File: config.mk
export PLATFORM = sky130hd
export DESIGN_NAME = spi_ram_slave
export DESIGN_NICKNAME = d
export VERILOG_FILES = /design/src/rtl/RAM_shared_pkg.sv /design/src/rtl/spi_ram_slave_shift_out.sv /design/src/rtl/spi_ram_slave.sv
export SDC_FILE = /design/constraint.sdc
export NUM_CORES = 1
export LEC_CHECK = 0
export CAP_MARGIN = 20
export CORE_MARGIN = 8
export CORE_UTILIZATION = 50
export CTS_BUF_LIST = sky130_fd_sc_hd__clkbuf_4
export DETAILED_ROUTE_END_ITERATION = 16
export PLACE_DENSITY_LB_ADDON = 0.08
export REMOVE_ABC_BUFFERS = 1
export SKIP_LAST_GASP = 1
export SLEW_MARGIN = 40
export SYNTH_ARGS = -nofsm -noshare
export SYNTH_HDL_FRONTEND = slang
export SYNTH_SLANG_ARGS = --single-unit
File: constraint.sdc
create_clock -name clk -period 4.6 [get_ports clk]
set_input_delay 0.92 -clock clk [delete_from_list [all_inputs] [get_ports clk]]
set_output_delay 0.92 -clock clk [all_outputs]
set_load 0.05 [all_outputs]
File: src/rtl/RAM_shared_pkg.sv
// RAM_shared_pkg: shared RAM geometry, SPI slave FSM states and frame command codes.
package RAM_shared_pkg;
    localparam int ADDR_SIZE = 8;
    localparam int MEM_DEPTH = 256;

    typedef enum logic [2:0] {
        IDLE,
        CHK_CMD,
        WRITE,
        READ_ADD,
        READ_DATA
    } state_e;

    localparam logic [1:0] CMD_WR_ADDR = 2'b00;
    localparam logic [1:0] CMD_WR_DATA = 2'b01;
    localparam logic [1:0] CMD_RD_ADDR = 2'b10;
    localparam logic [1:0] CMD_RD_DATA = 2'b11;
endpackage

File: src/rtl/spi_ram_slave_shift_out.sv
// spi_ram_slave_shift_out: W-bit load/shift-out register driving a registered MSB-first serial line.
module spi_ram_slave_shift_out #(
    parameter int W = 8
) (
    input  logic         clk,
    input  logic         rst_n,
    input  logic         clr_i,
    input  logic         load_i,
    input  logic [W-1:0] data_i,
    output logic         miso_o,
    output logic         busy_o
);
    localparam int CW = $clog2(W);

    logic [W-1:0]  sreg_q, sreg_d;
    logic [CW-1:0] cnt_q, cnt_d;
    logic          busy_q, busy_d;
    logic          miso_q, miso_d;

    // The MSB goes out right after the load; cnt_q tracks the bits still queued behind it.
    always_comb begin
        sreg_d = sreg_q;
        cnt_d  = cnt_q;
        busy_d = busy_q;
        miso_d = 1'b0;
        if (clr_i) begin
            busy_d = 1'b0;
            cnt_d  = '0;
        end else if (load_i && !busy_q) begin
            sreg_d = data_i << 1;
            miso_d = data_i[W-1];
            cnt_d  = CW'(W - 1);
            busy_d = 1'b1;
        end else if (busy_q && cnt_q != '0) begin
            miso_d = sreg_q[W-1];
            sreg_d = sreg_q << 1;
            cnt_d  = cnt_q - 1'b1;
        end else begin
            busy_d = 1'b0;
        end
    end

    always_ff @(posedge clk or negedge rst_n) begin
        if (!rst_n) begin
            sreg_q <= '0;
            cnt_q  <= '0;
            busy_q <= 1'b0;
            miso_q <= 1'b0;
        end else begin
            sreg_q <= sreg_d;
            cnt_q  <= cnt_d;
            busy_q <= busy_d;
            miso_q <= miso_d;
        end
    end

    assign miso_o = miso_q;
    assign busy_o = busy_q;
endmodule

File: src/rtl/spi_ram_slave.sv
// spi_ram_slave: SPI slave that deserialises command frames for the RAM and serialises its read data.
module spi_ram_slave #(
    parameter int ADDR_SIZE = RAM_shared_pkg::ADDR_SIZE
) (
    input  logic                 clk,
    input  logic                 rst_n,
    input  logic                 SS_n,
    input  logic                 MOSI,
    output logic                 MISO,
    output logic [ADDR_SIZE+1:0] rx_data,
    output logic                 rx_valid,
    input  logic [ADDR_SIZE-1:0] tx_data,
    input  logic                 tx_valid
);
    import RAM_shared_pkg::*;

    localparam int FW = ADDR_SIZE + 2;
    localparam int CW = $clog2(FW + 1);
    localparam logic [CW-1:0] LAST = CW'(FW - 1);
    localparam logic [CW-1:0] DONE = CW'(FW);

    state_e        state_q;
    logic [FW-1:0] rx_data_q;
    logic [CW-1:0] cnt_q;
    logic          rx_valid_q;
    logic          rd_addr_done_q;
    logic          awaiting_q;
    logic          load;
    logic          busy;

    // cnt_q counts sampled frame bits; DONE means the frame is closed until SS_n rises.
    always_ff @(posedge clk or negedge rst_n) begin
        if (!rst_n) begin
            state_q        <= IDLE;
            rx_data_q      <= '0;
            cnt_q          <= '0;
            rx_valid_q     <= 1'b0;
            rd_addr_done_q <= 1'b0;
            awaiting_q     <= 1'b0;
        end else begin
            rx_valid_q <= 1'b0;
            if (SS_n) begin
                state_q    <= IDLE;
                cnt_q      <= '0;
                awaiting_q <= 1'b0;
            end else begin
                case (state_q)
                    IDLE: begin
                        state_q <= CHK_CMD;
                        cnt_q   <= '0;
                    end
                    CHK_CMD: begin
                        rx_data_q <= {rx_data_q[FW-2:0], MOSI};
                        cnt_q     <= CW'(1);
                        state_q   <= !MOSI ? WRITE : (rd_addr_done_q ? READ_DATA : READ_ADD);
                    end
                    WRITE, READ_ADD, READ_DATA: begin
                        if (cnt_q != DONE) begin
                            rx_data_q <= {rx_data_q[FW-2:0], MOSI};
                            cnt_q     <= cnt_q + 1'b1;
                            if (cnt_q == LAST) begin
                                rx_valid_q <= 1'b1;
                                if (state_q == READ_ADD)
                                    rd_addr_done_q <= 1'b1;
                                if (state_q == READ_DATA) begin
                                    rd_addr_done_q <= 1'b0;
                                    awaiting_q     <= 1'b1;
                                end
                            end
                        end else if (load) begin
                            awaiting_q <= 1'b0;
                        end
                    end
                    default: state_q <= IDLE;
                endcase
            end
        end
    end

    assign load = awaiting_q && tx_valid && !SS_n;

    spi_ram_slave_shift_out #(.W(ADDR_SIZE)) u_shift_out (
        .clk    (clk),
        .rst_n  (rst_n),
        .clr_i  (SS_n),
        .load_i (load),
        .data_i (tx_data),
        .miso_o (MISO),
        .busy_o (busy)
    );

    assign rx_data  = rx_data_q;
    assign rx_valid = rx_valid_q;

    logic unused_busy;
    assign unused_busy = busy;
endmodule

Yosys cells after proc, flatten, opt, wreduce, memory -nomap -nowiden
Cells that the tools add are included.
{"block": "classes", "addsub": 2, "eq_ne": 12, "muxes": 32, "bitwise_logic": 1, "reduce_logical": 21}
{"operator": "one-hot mux 10 bit (2 select lines)", "n": 1}
{"operator": "two-way mux 1 bit", "n": 18}
{"operator": "two-way mux 3 bit", "n": 6}
{"operator": "two-way mux 8 bit", "n": 2}
{"operator": "one-hot mux 4 bit (3 select lines)", "n": 1}
{"operator": "two-way mux 10 bit", "n": 1}
{"operator": "!= test 3 x 2 -> 1 bit, second input constant", "n": 3}
{"operator": "one-hot mux 3 bit (3 select lines)", "n": 1}
{"operator": "nonzero test 3 bit", "n": 3}
{"operator": "two-way mux 4 bit", "n": 2}
{"operator": "nonzero test 2 bit", "n": 4}
{"operator": "equality test 3 x 2 -> 1 bit, second input constant", "n": 2}
{"operator": "AND reduction 5 bit", "n": 1}
{"operator": "adder 4 x 1 -> 4 bit, second input constant", "n": 1}
{"operator": "equality test 4 bit, second input constant", "n": 1}
{"operator": "logical AND 1 bit", "n": 4}
{"operator": "!= test 2 bit, second input constant", "n": 2}
{"operator": "!= test 4 bit, second input constant", "n": 1}
{"operator": "AND reduction 2 bit", "n": 2}
{"operator": "AND reduction 4 bit", "n": 1}
{"operator": "nonzero test 4 bit", "n": 1}
{"operator": "equality test 3 x 1 -> 1 bit, second input constant", "n": 1}
{"operator": "equality test 3 bit, second input constant", "n": 1}
{"operator": "zero test 3 bit", "n": 1}
{"operator": "6 further kinds", "n": 7}
{"block": "word_totals", "register_bits": 33}

Longest topological paths before layout
Gate-level depths: netlist of the first run.
{"block": "logic_depth", "word_depth": 6, "mapped_depth": 7, "depth_no_buf": 6}

Hierarchy
From an unflattened synthesis of the first run, not the netlist that was laid out.
{"block": "hier_totals", "cells_unflattened": 134, "hier_area_um2": 1649.1}
{"mod": "spi_ram_slave", "n_inst": 1, "cells_each": 83, "area_each_um2": 1004.7, "seq_area_each_um2": 500.5}
{"mod": "spi_ram_slave_shift_out", "n_inst": 1, "cells_each": 51, "area_each_um2": 644.4, "seq_area_each_um2": 300.3}

Worst setup path after synthesis of the first run
OpenSTA, ideal clock, no wires.
{"block": "synth_path", "path_type": "input-to-reg", "startpoint": "input port SS_n", "endpoint": "register rx_data_q[0], in the netlist rx_data[0]", "setup_ps": 125, "t_arrival_ps": 1818, "slack_ps": 2657, "stages": 5, "n_path_buf": 1, "cell_sequence": "buf_6 nor2_1 nand3_2 nand2_4 mux2_4"}
{"block": "synth_between", "elab_chain_cells": 2}
{"item": "start, declared", "line": "spi_ram_slave.sv:7", "rtl": "input logic SS_n,"}
{"item": "NOT 1 bit (no line)"}
{"item": "AND reduction 3 bit (no line)"}
{"item": "end signal, assigned", "line": "spi_ram_slave.sv:53", "rtl": "rx_data_q <= {rx_data_q[FW-2:0], MOSI};"}
{"item": "end signal, assigned", "line": "spi_ram_slave.sv:59", "rtl": "rx_data_q <= {rx_data_q[FW-2:0], MOSI};"}
{"item": "end, declared", "line": "spi_ram_slave.sv:23", "rtl": "logic [FW-1:0] rx_data_q;"}
No other way between the ends.
A chain may end at the register's enable or synchronous reset.

Worst setup path after layout of the first run
{"block": "layout_path", "startpoint": "register rx_data_q[0], in the netlist rx_data[0]", "endpoint": "output port rx_data[0]"}
{"item": "end, declared", "line": "spi_ram_slave.sv:10", "rtl": "output logic [ADDR_SIZE+1:0] rx_data,"}
No word-level cell between the ends.

==> impl_metrics.yaml, run 1 <==
pwr:
  leakagePower_nw: 0.855
  powerDensity_nw_per_um2: 459
  ir_worst_vdd_v: 0.000145
global_routing:
  grtUsageMet1_pct: 14.0
  antenna_found_initial: 0
  busiest_layer: "met2"
  grt_pass1_vias: 999
  grt_util_all_layers_pct: 11.5
  grt_pass1_wl_um: 4620
  grt_start_max_net_pins: 33
  grt_overflow: 0
  grt_use_met3_pct: 5.23
  use_met2_pct: 17.3
route:
  antenna_left: 0
  viasPerCell: 5.51
  drt_iter0_drc: 77
  num_vias: 1042
  dr.pass1.iters: 4
  wl_per_cell_um: 15.1
  drc: 0
  totalWireLength_um: 2850
final_layout:
  diodes: 0
  multiInputGateArea_um2: 701
  area_growth_pct: 19.3
  final.fill_count: 251
  fin_nets: 174
  regArea_um2: 801
  drive_gt1_share_pct: 15.4
place:
  dp_hpwl_um: 2030
  place_congestion: 0.815
  io_buffers: 24
timing:
  slew_viol_final: 0
  fmax_mhz: 404
  tightest_slew_ns: 0.776
  setup_viol: 0
  hold_viol: 0
  fin_crit_sh_pct: 53.8
  setup-tns-final_ns: 0
  skew_ns: 0.00823
  max-slew-margin-rel_pct: 48.0
  whs_ns: 0.488
  period_needed_ns: 2.47
  rsz0062_at_grt: "false"
clock_network:
  max-clock-path-buffers: 2
  cts_sinks: 32
  clockRootBuffer: "clkbuf_4"
  path_clk_slew_ns: 0.10
  cts_setup_buffers: 0
  insertion_delay_ns: 0.32
  cts_max_level: 2
  cts_tree: "built"
  cts_buffers: 5
  cts_resized: 0
  cts_hold_buf: 0
worst_setup_path:
  worstPathRequired_ns: 3.68
  critPathKind: "reg -> out"
  worstSetupStartpointType: "flop"
  crit_path_top_delay_cell: "clkdlybuf4s50_1"
  critical_path.cell_chain: "clkdlybuf4s50_1"
  path_max_fanout: 3
  cp_num_buf_inv: 1
  arrival_ns: 1.55
  max_stage_delay_ns: 0.83
  critPathTopFamily: "buffers and inverters"
  cp-end-kind: "primary output"
job:
  maxCapViolCount: 0
synth:
  synth_simple_gate_area_share_pct: 13.3
  synth-seq-cells: 32
  synth_cell_types: 40
  syn_avg_cell_area_um2: 12.2
  seq_area_frac_synth_pct: 51.2
  synth_top_family_by_area: "compound AO/OA/AOI/OAI gates"
  muxShareOfSynthArea_pct: 11.6
  synth_area_um2: 1560
  postSynthCellCount: 128
  synth_compound_area_share_pct: 14.2
  ys_warn_count: 0
  synth_xor_area_share_pct: 1.68
  synthAdderAreaFrac_pct: 4.00
die:
  dieArea_um2: 5170
  num_rows: 20
  pin_count: 25
  die_y_um: 71.9
  core_um2: 3000
  start_util_pct: 52.1
  die_x_um: 71.9
run_status:
  outcome: "finished clean"
worst_hold_path:
  min_path_type: "reg -> reg"
==> per-layer routing <==
| layer | vias up | routed length [um] |
|---|---|---|
| li1 | 515 | - |
| met1 | 491 | 1310 |
| met2 | 31 | 1290 |
| met3 | 5 | 200 |
| met4 | 0 | 42 |
| met5 | - | 0 |
==> metrics by stage <==
stage          instance area [um^2]  setup WS (ns)  std cells  total power [mW]  util [%]
5_1_grt                        1870           2.04        189             0.895      62.1
4_1_cts                        1870           2.10        189             0.869      62.1
2_1_floorplan                  1530           2.68        124             0.602         -
6_report                       1870           2.13        189             0.856      62.1
3_5_place_dp                   1820           1.81        182             0.726      60.6
3_3_place_gp                   1820           1.85        182             0.718      60.6
==> final timing paths <==
kind                       slack (ns)                         startpoint                                 to  cells past startpoint
setup / recovery                 2.13             rx_data[0]$_DFFE_PN0P_                         rx_data[0]                      1
hold / removal                   0.49  u_shift_out.sreg_q[3]$_DFFE_PN0P_  u_shift_out.sreg_q[3]$_DFFE_PN0P_                      1
setup reg to reg                 2.92               cnt_q[0]$_DFFE_PN0P_             rx_data[4]$_DFFE_PN0P_                      6
hold reg to reg                  0.49  u_shift_out.sreg_q[3]$_DFFE_PN0P_  u_shift_out.sreg_q[3]$_DFFE_PN0P_                      1
max in group asynchronous        3.32                              rst_n                 rx_valid$_DFF_PN0_                      2
min in group asynchronous        0.99                              rst_n             rx_data[8]$_DFFE_PN0P_                      2
==> worst reg2reg max path: stages, from the launching register on <==
cell and delay, ns:
dfrtp_1 0.45, inv_1 0.11, ha_1 0.16, nand3b_1 0.17, o21ai_2 0.17, nand2_4 0.18, mux2_4 0.34
==> cell usage after synthesis, drive strengths merged <==
master,n,area (um^2)
dfrtp,32,801
mux2,11,161
o21ai,11,58.8
inv,8,30.0
nand2,7,33.8
nor2,7,33.8
a21o,6,45.0
a22o,6,52.6
ha,5,62.6
buf,4,32.5
a31oi,3,18.8
nand3,3,20.0
a21oi,2,10.0
mux2i,2,20.0
nand2b,2,12.5
nor3,2,15.0
nor3b,2,20.0
o22ai,2,12.5
xnor2,2,17.5
a211oi,1,7.51
a32oi,1,8.76
and3b,1,8.76
nand3b,1,7.51
nand4bb,1,11.3
nor2b,1,6.26
nor4b,1,23.8
o2bb2ai,1,8.76
or3,1,6.26
or3b,1,8.76
xor2,1,8.76
==> report_power, final <==
group | switching, mW | leakage, nW | internal (mW) | total (mW)
logic | 0.199 | 0.408 | 0.145 | 0.345
clock network | 0.0882 | 0.0261 | 0.0533 | 0.141
registers | 0.0408 | 0.421 | 0.330 | 0.370
total | 0.328 | 0.855 | 0.528 | 0.856
==> flip-flops by register name, indices dropped and copies added (netlist names) <==
name	flops
u_shift_out.cnt_q	3
u_shift_out.busy_o	1
rx_data	10
rd_addr_done_q	1
awaiting_q	1
u_shift_out.miso_o	1
state_q	3
u_shift_out.sreg_q	7
rx_valid	1
cnt_q	4
==> layout make-up <==
class | instances | share of cell area, %
Tap cell | 33 | 2.21
Clock buffer | 5 | 2.01
Sequential cell | 32 | 42.9
Inverter | 8 | 1.61
Timing Repair Buffer | 25 | 13.3
Clock inverter | 2 | 0.402
Multi-Input combinational cell | 84 | 37.6
==> logic make-up (layout without fill, tap and decap cells) <==
family	Yosys count	after routing
flip-flops	32	32
AND/OR/NAND/NOR	30	30
adder cells (fa/ha/maj)	5	5
AO/OA/AOI/OAI	33	33
buffers and inverters	12	40
XOR/XNOR	3	3
multiplexers	13	13
==> layout by cell type, fill, tap and decap left out, types with 2 or more instances in the layout <==
master,instances
xnor2_1,2
clkdlybuf4s50_1,24
o21ai_1,3
a31oi_1,3
ha_1,5
nand2b_1,2
clkbuf_4,5
o22ai_1,2
nor2_1,6
mux2i_1,2
o21ai_0,7
dfrtp_1,32
nand3_1,2
a21o_1,6
clkinv_1,2
mux2_4,10
nand2_1,6
a21oi_1,2
inv_1,7
a22o_1,6
(Power assumes the default switching activity.)
==> run 2: changes to the inputs <==
--- a/config.mk
+++ b/config.mk
@@ -7,7 +7,7 @@
 export LEC_CHECK = 0
 export CAP_MARGIN = 20
 export CORE_MARGIN = 8
-export CORE_UTILIZATION = 50
+export CORE_UTILIZATION = 49
 export CTS_BUF_LIST = sky130_fd_sc_hd__clkbuf_4
 export DETAILED_ROUTE_END_ITERATION = 16
 export PLACE_DENSITY_LB_ADDON = 0.08
==> constraint.sdc (replaced) <==
create_clock -name clk -period 2.1 [get_ports clk]
set_input_delay 0.42 -clock clk [delete_from_list [all_inputs] [get_ports clk]]
set_output_delay 0.42 -clock clk [all_outputs]
set_load 0.05 [all_outputs]
==> run 2 against run 1 <==
  * Clock skew about the same
  * Critical path type unchanged
  * Critical endpoint unchanged
  * First-iteration DRC count is 27% lower
  * Clock power grew 130%
  * Sequential share of layout area decreased by 0.79 points
  * Critical path depth unchanged
  * Sequential power rose by 120%
  * Die area is 1.6% higher
  * Final area up 1.9%
  * Worst hold slack lost 0.0060 ns
  * Non-clock buffer count grew 2
==> impl_metrics.yaml, run 2 (synthesis results as in run 1) <==
run_status:
  outcome: "finished clean"
worst_setup_path:
  worstSetupStartpointType: "flop"
  startpoint: "rx_data[0]$_DFFE_PN0P_"
  crit_path_top_delay_cell: "clkdlybuf4s50_1"
  cp.depth: 1
  max_stage_delay_ns: 0.83
  worstPathRequired_ns: 1.68
  arrival_ns: 1.55
  critical_path.cell_chain: "clkdlybuf4s50_1"
  cp_num_buf_inv: 1
  critPathTopFamily: "buffers and inverters"
  cp-end-kind: "primary output"
  ff2ff_path_depth: 6
  critPathKind: "reg -> out"
  path_max_fanout: 3
  r2r-start: "cnt_q[0]$_DFFE_PN0P_"
job:
  maxCapViolCount: 0
place:
  io_buffers: 24
  place_congestion: 0.851
  dp_hpwl_um: 2110
die:
  dieArea_um2: 5260
  start_util_pct: 51.2
  pin_count: 25
  die_y_um: 72.5
  num_rows: 20
  core_um2: 3050
  die_x_um: 72.5
route:
  drt_iter0_drc: 56
  drc: 0
  wl_per_cell_um: 14.6
  viasPerCell: 5.35
  wl_met3_um: 231
  wl_met1_um: 1280
  totalWireLength_um: 2960
  dr.pass1.iters: 4
  antenna_left: 0
  dr_wl_met2_um: 1400
  routed.top_layer: "met4"
  num_vias: 1087
timing:
  hold_viol: 0
  fin_crit_sh_pct: 94.0
  slew_viol_final: 0
  setup_viol: 0
  period_needed_ns: 1.97
  skew_ns: 0.00837
  fmax_mhz: 507
  setup-tns-final_ns: 0
  tightest_slew_ns: 0.510
  max-slew-margin-rel_pct: 65.9
  rsz0062_at_grt: "false"
  whs_ns: 0.482
worst_hold_path:
  min_path_type: "in -> async"
clock_network:
  cts_max_level: 2
  cts_buffers: 5
  insertion_delay_ns: 0.33
  cts_sinks: 32
  cts_tree: "built"
  cts_resized: 0
  cts_hold_buf: 0
  max-clock-path-buffers: 2
  path_clk_slew_ns: 0.10
  clockRootBuffer: "clkbuf_4"
  cts_setup_buffers: 0
final_layout:
  largest_reg_flops: 10
  drive_gt1_share_pct: 17.6
  mostFrequentLayoutCell: "dfrtp_1"
  multiInputGateArea_um2: 701
  diodes: 0
  final.fill_count: 283
  layout.cells.most_common_list: "32 x dfrtp_1, 24 x clkdlybuf4s50_1, 10 x mux2_4"
  area_growth_pct: 21.5
  fin_nets: 176
  regArea_um2: 801
global_routing:
  grt_pass1_vias: 1101
  grt_start_max_net_pins: 33
  grt_pass1_wl_um: 5270
  grt_util_all_layers_pct: 12.9
  grt_overflow: 0
  antenna_found_initial: 0
pwr:
  leakagePower_nw: 0.872
  ir_worst_vdd_v: 0.000388
  powerDensity_nw_per_um2: 998
[run 2: cell count changes in the layout (fill, tap and decap cells not counted)]
| cell | delta |
|---|---|
| clkinv_1 | -1 |
| buf_4 | +2 |
| clkinv_2 | +2 |
[run 2: layout make-up]
type / instances / area share, %
clock buffers: 5 / 1.97
clock inverters: 3 / 0.724
inverters: 8 / 1.58
multi-input cells: 84 / 36.9
flip-flops and latches: 32 / 42.1
well taps: 44 / 2.90
repair buffers: 27 / 13.8
[run 2: worst paths after layout]
path,slack [ns],endpoint
setup / recovery,0.13,rx_data[0]
hold / removal,0.48,u_shift_out.sreg_q[1]$_DFFE_PN0P_
setup reg to reg,0.42,rd_addr_done_q$_DFFE_PN0P_
hold reg to reg,0.49,u_shift_out.sreg_q[3]$_DFFE_PN0P_
max in group asynchronous,1.32,u_shift_out.cnt_q[2]$_DFFE_PN0P_
min in group clk,0.49,u_shift_out.sreg_q[3]$_DFFE_PN0P_
[run 2: where the power goes]
group / internal [mW] / switching (mW) / total, mW / leakage, nW
Clock: 0.123 / 0.204 / 0.326 / 0.0324
Combinational: 0.319 / 0.439 / 0.758 / 0.418
Sequential: 0.722 / 0.0896 / 0.812 / 0.421
[run 2: stage by stage]
step	std cells	setup slack (ns)	utilization, %	power [mW]	area, um^2
final	203	0.126	62.3	1.90	1900
after global placement	195	0.0640	60.6	1.58	1850
after detailed placement	195	0.0129	60.6	1.59	1850
after global routing	203	0.0488	62.3	1.99	1900
after CTS	203	0.0978	62.3	1.92	1900
after floorplan	124	0.600	-	1.32	1530
[run 2: routing by layer]
metal,up-vias,track usage [%]
met5,-,0
met4,0,4.67
met3,4,5.65
met2,31,19.2
met1,538,16.1
li1,514,-
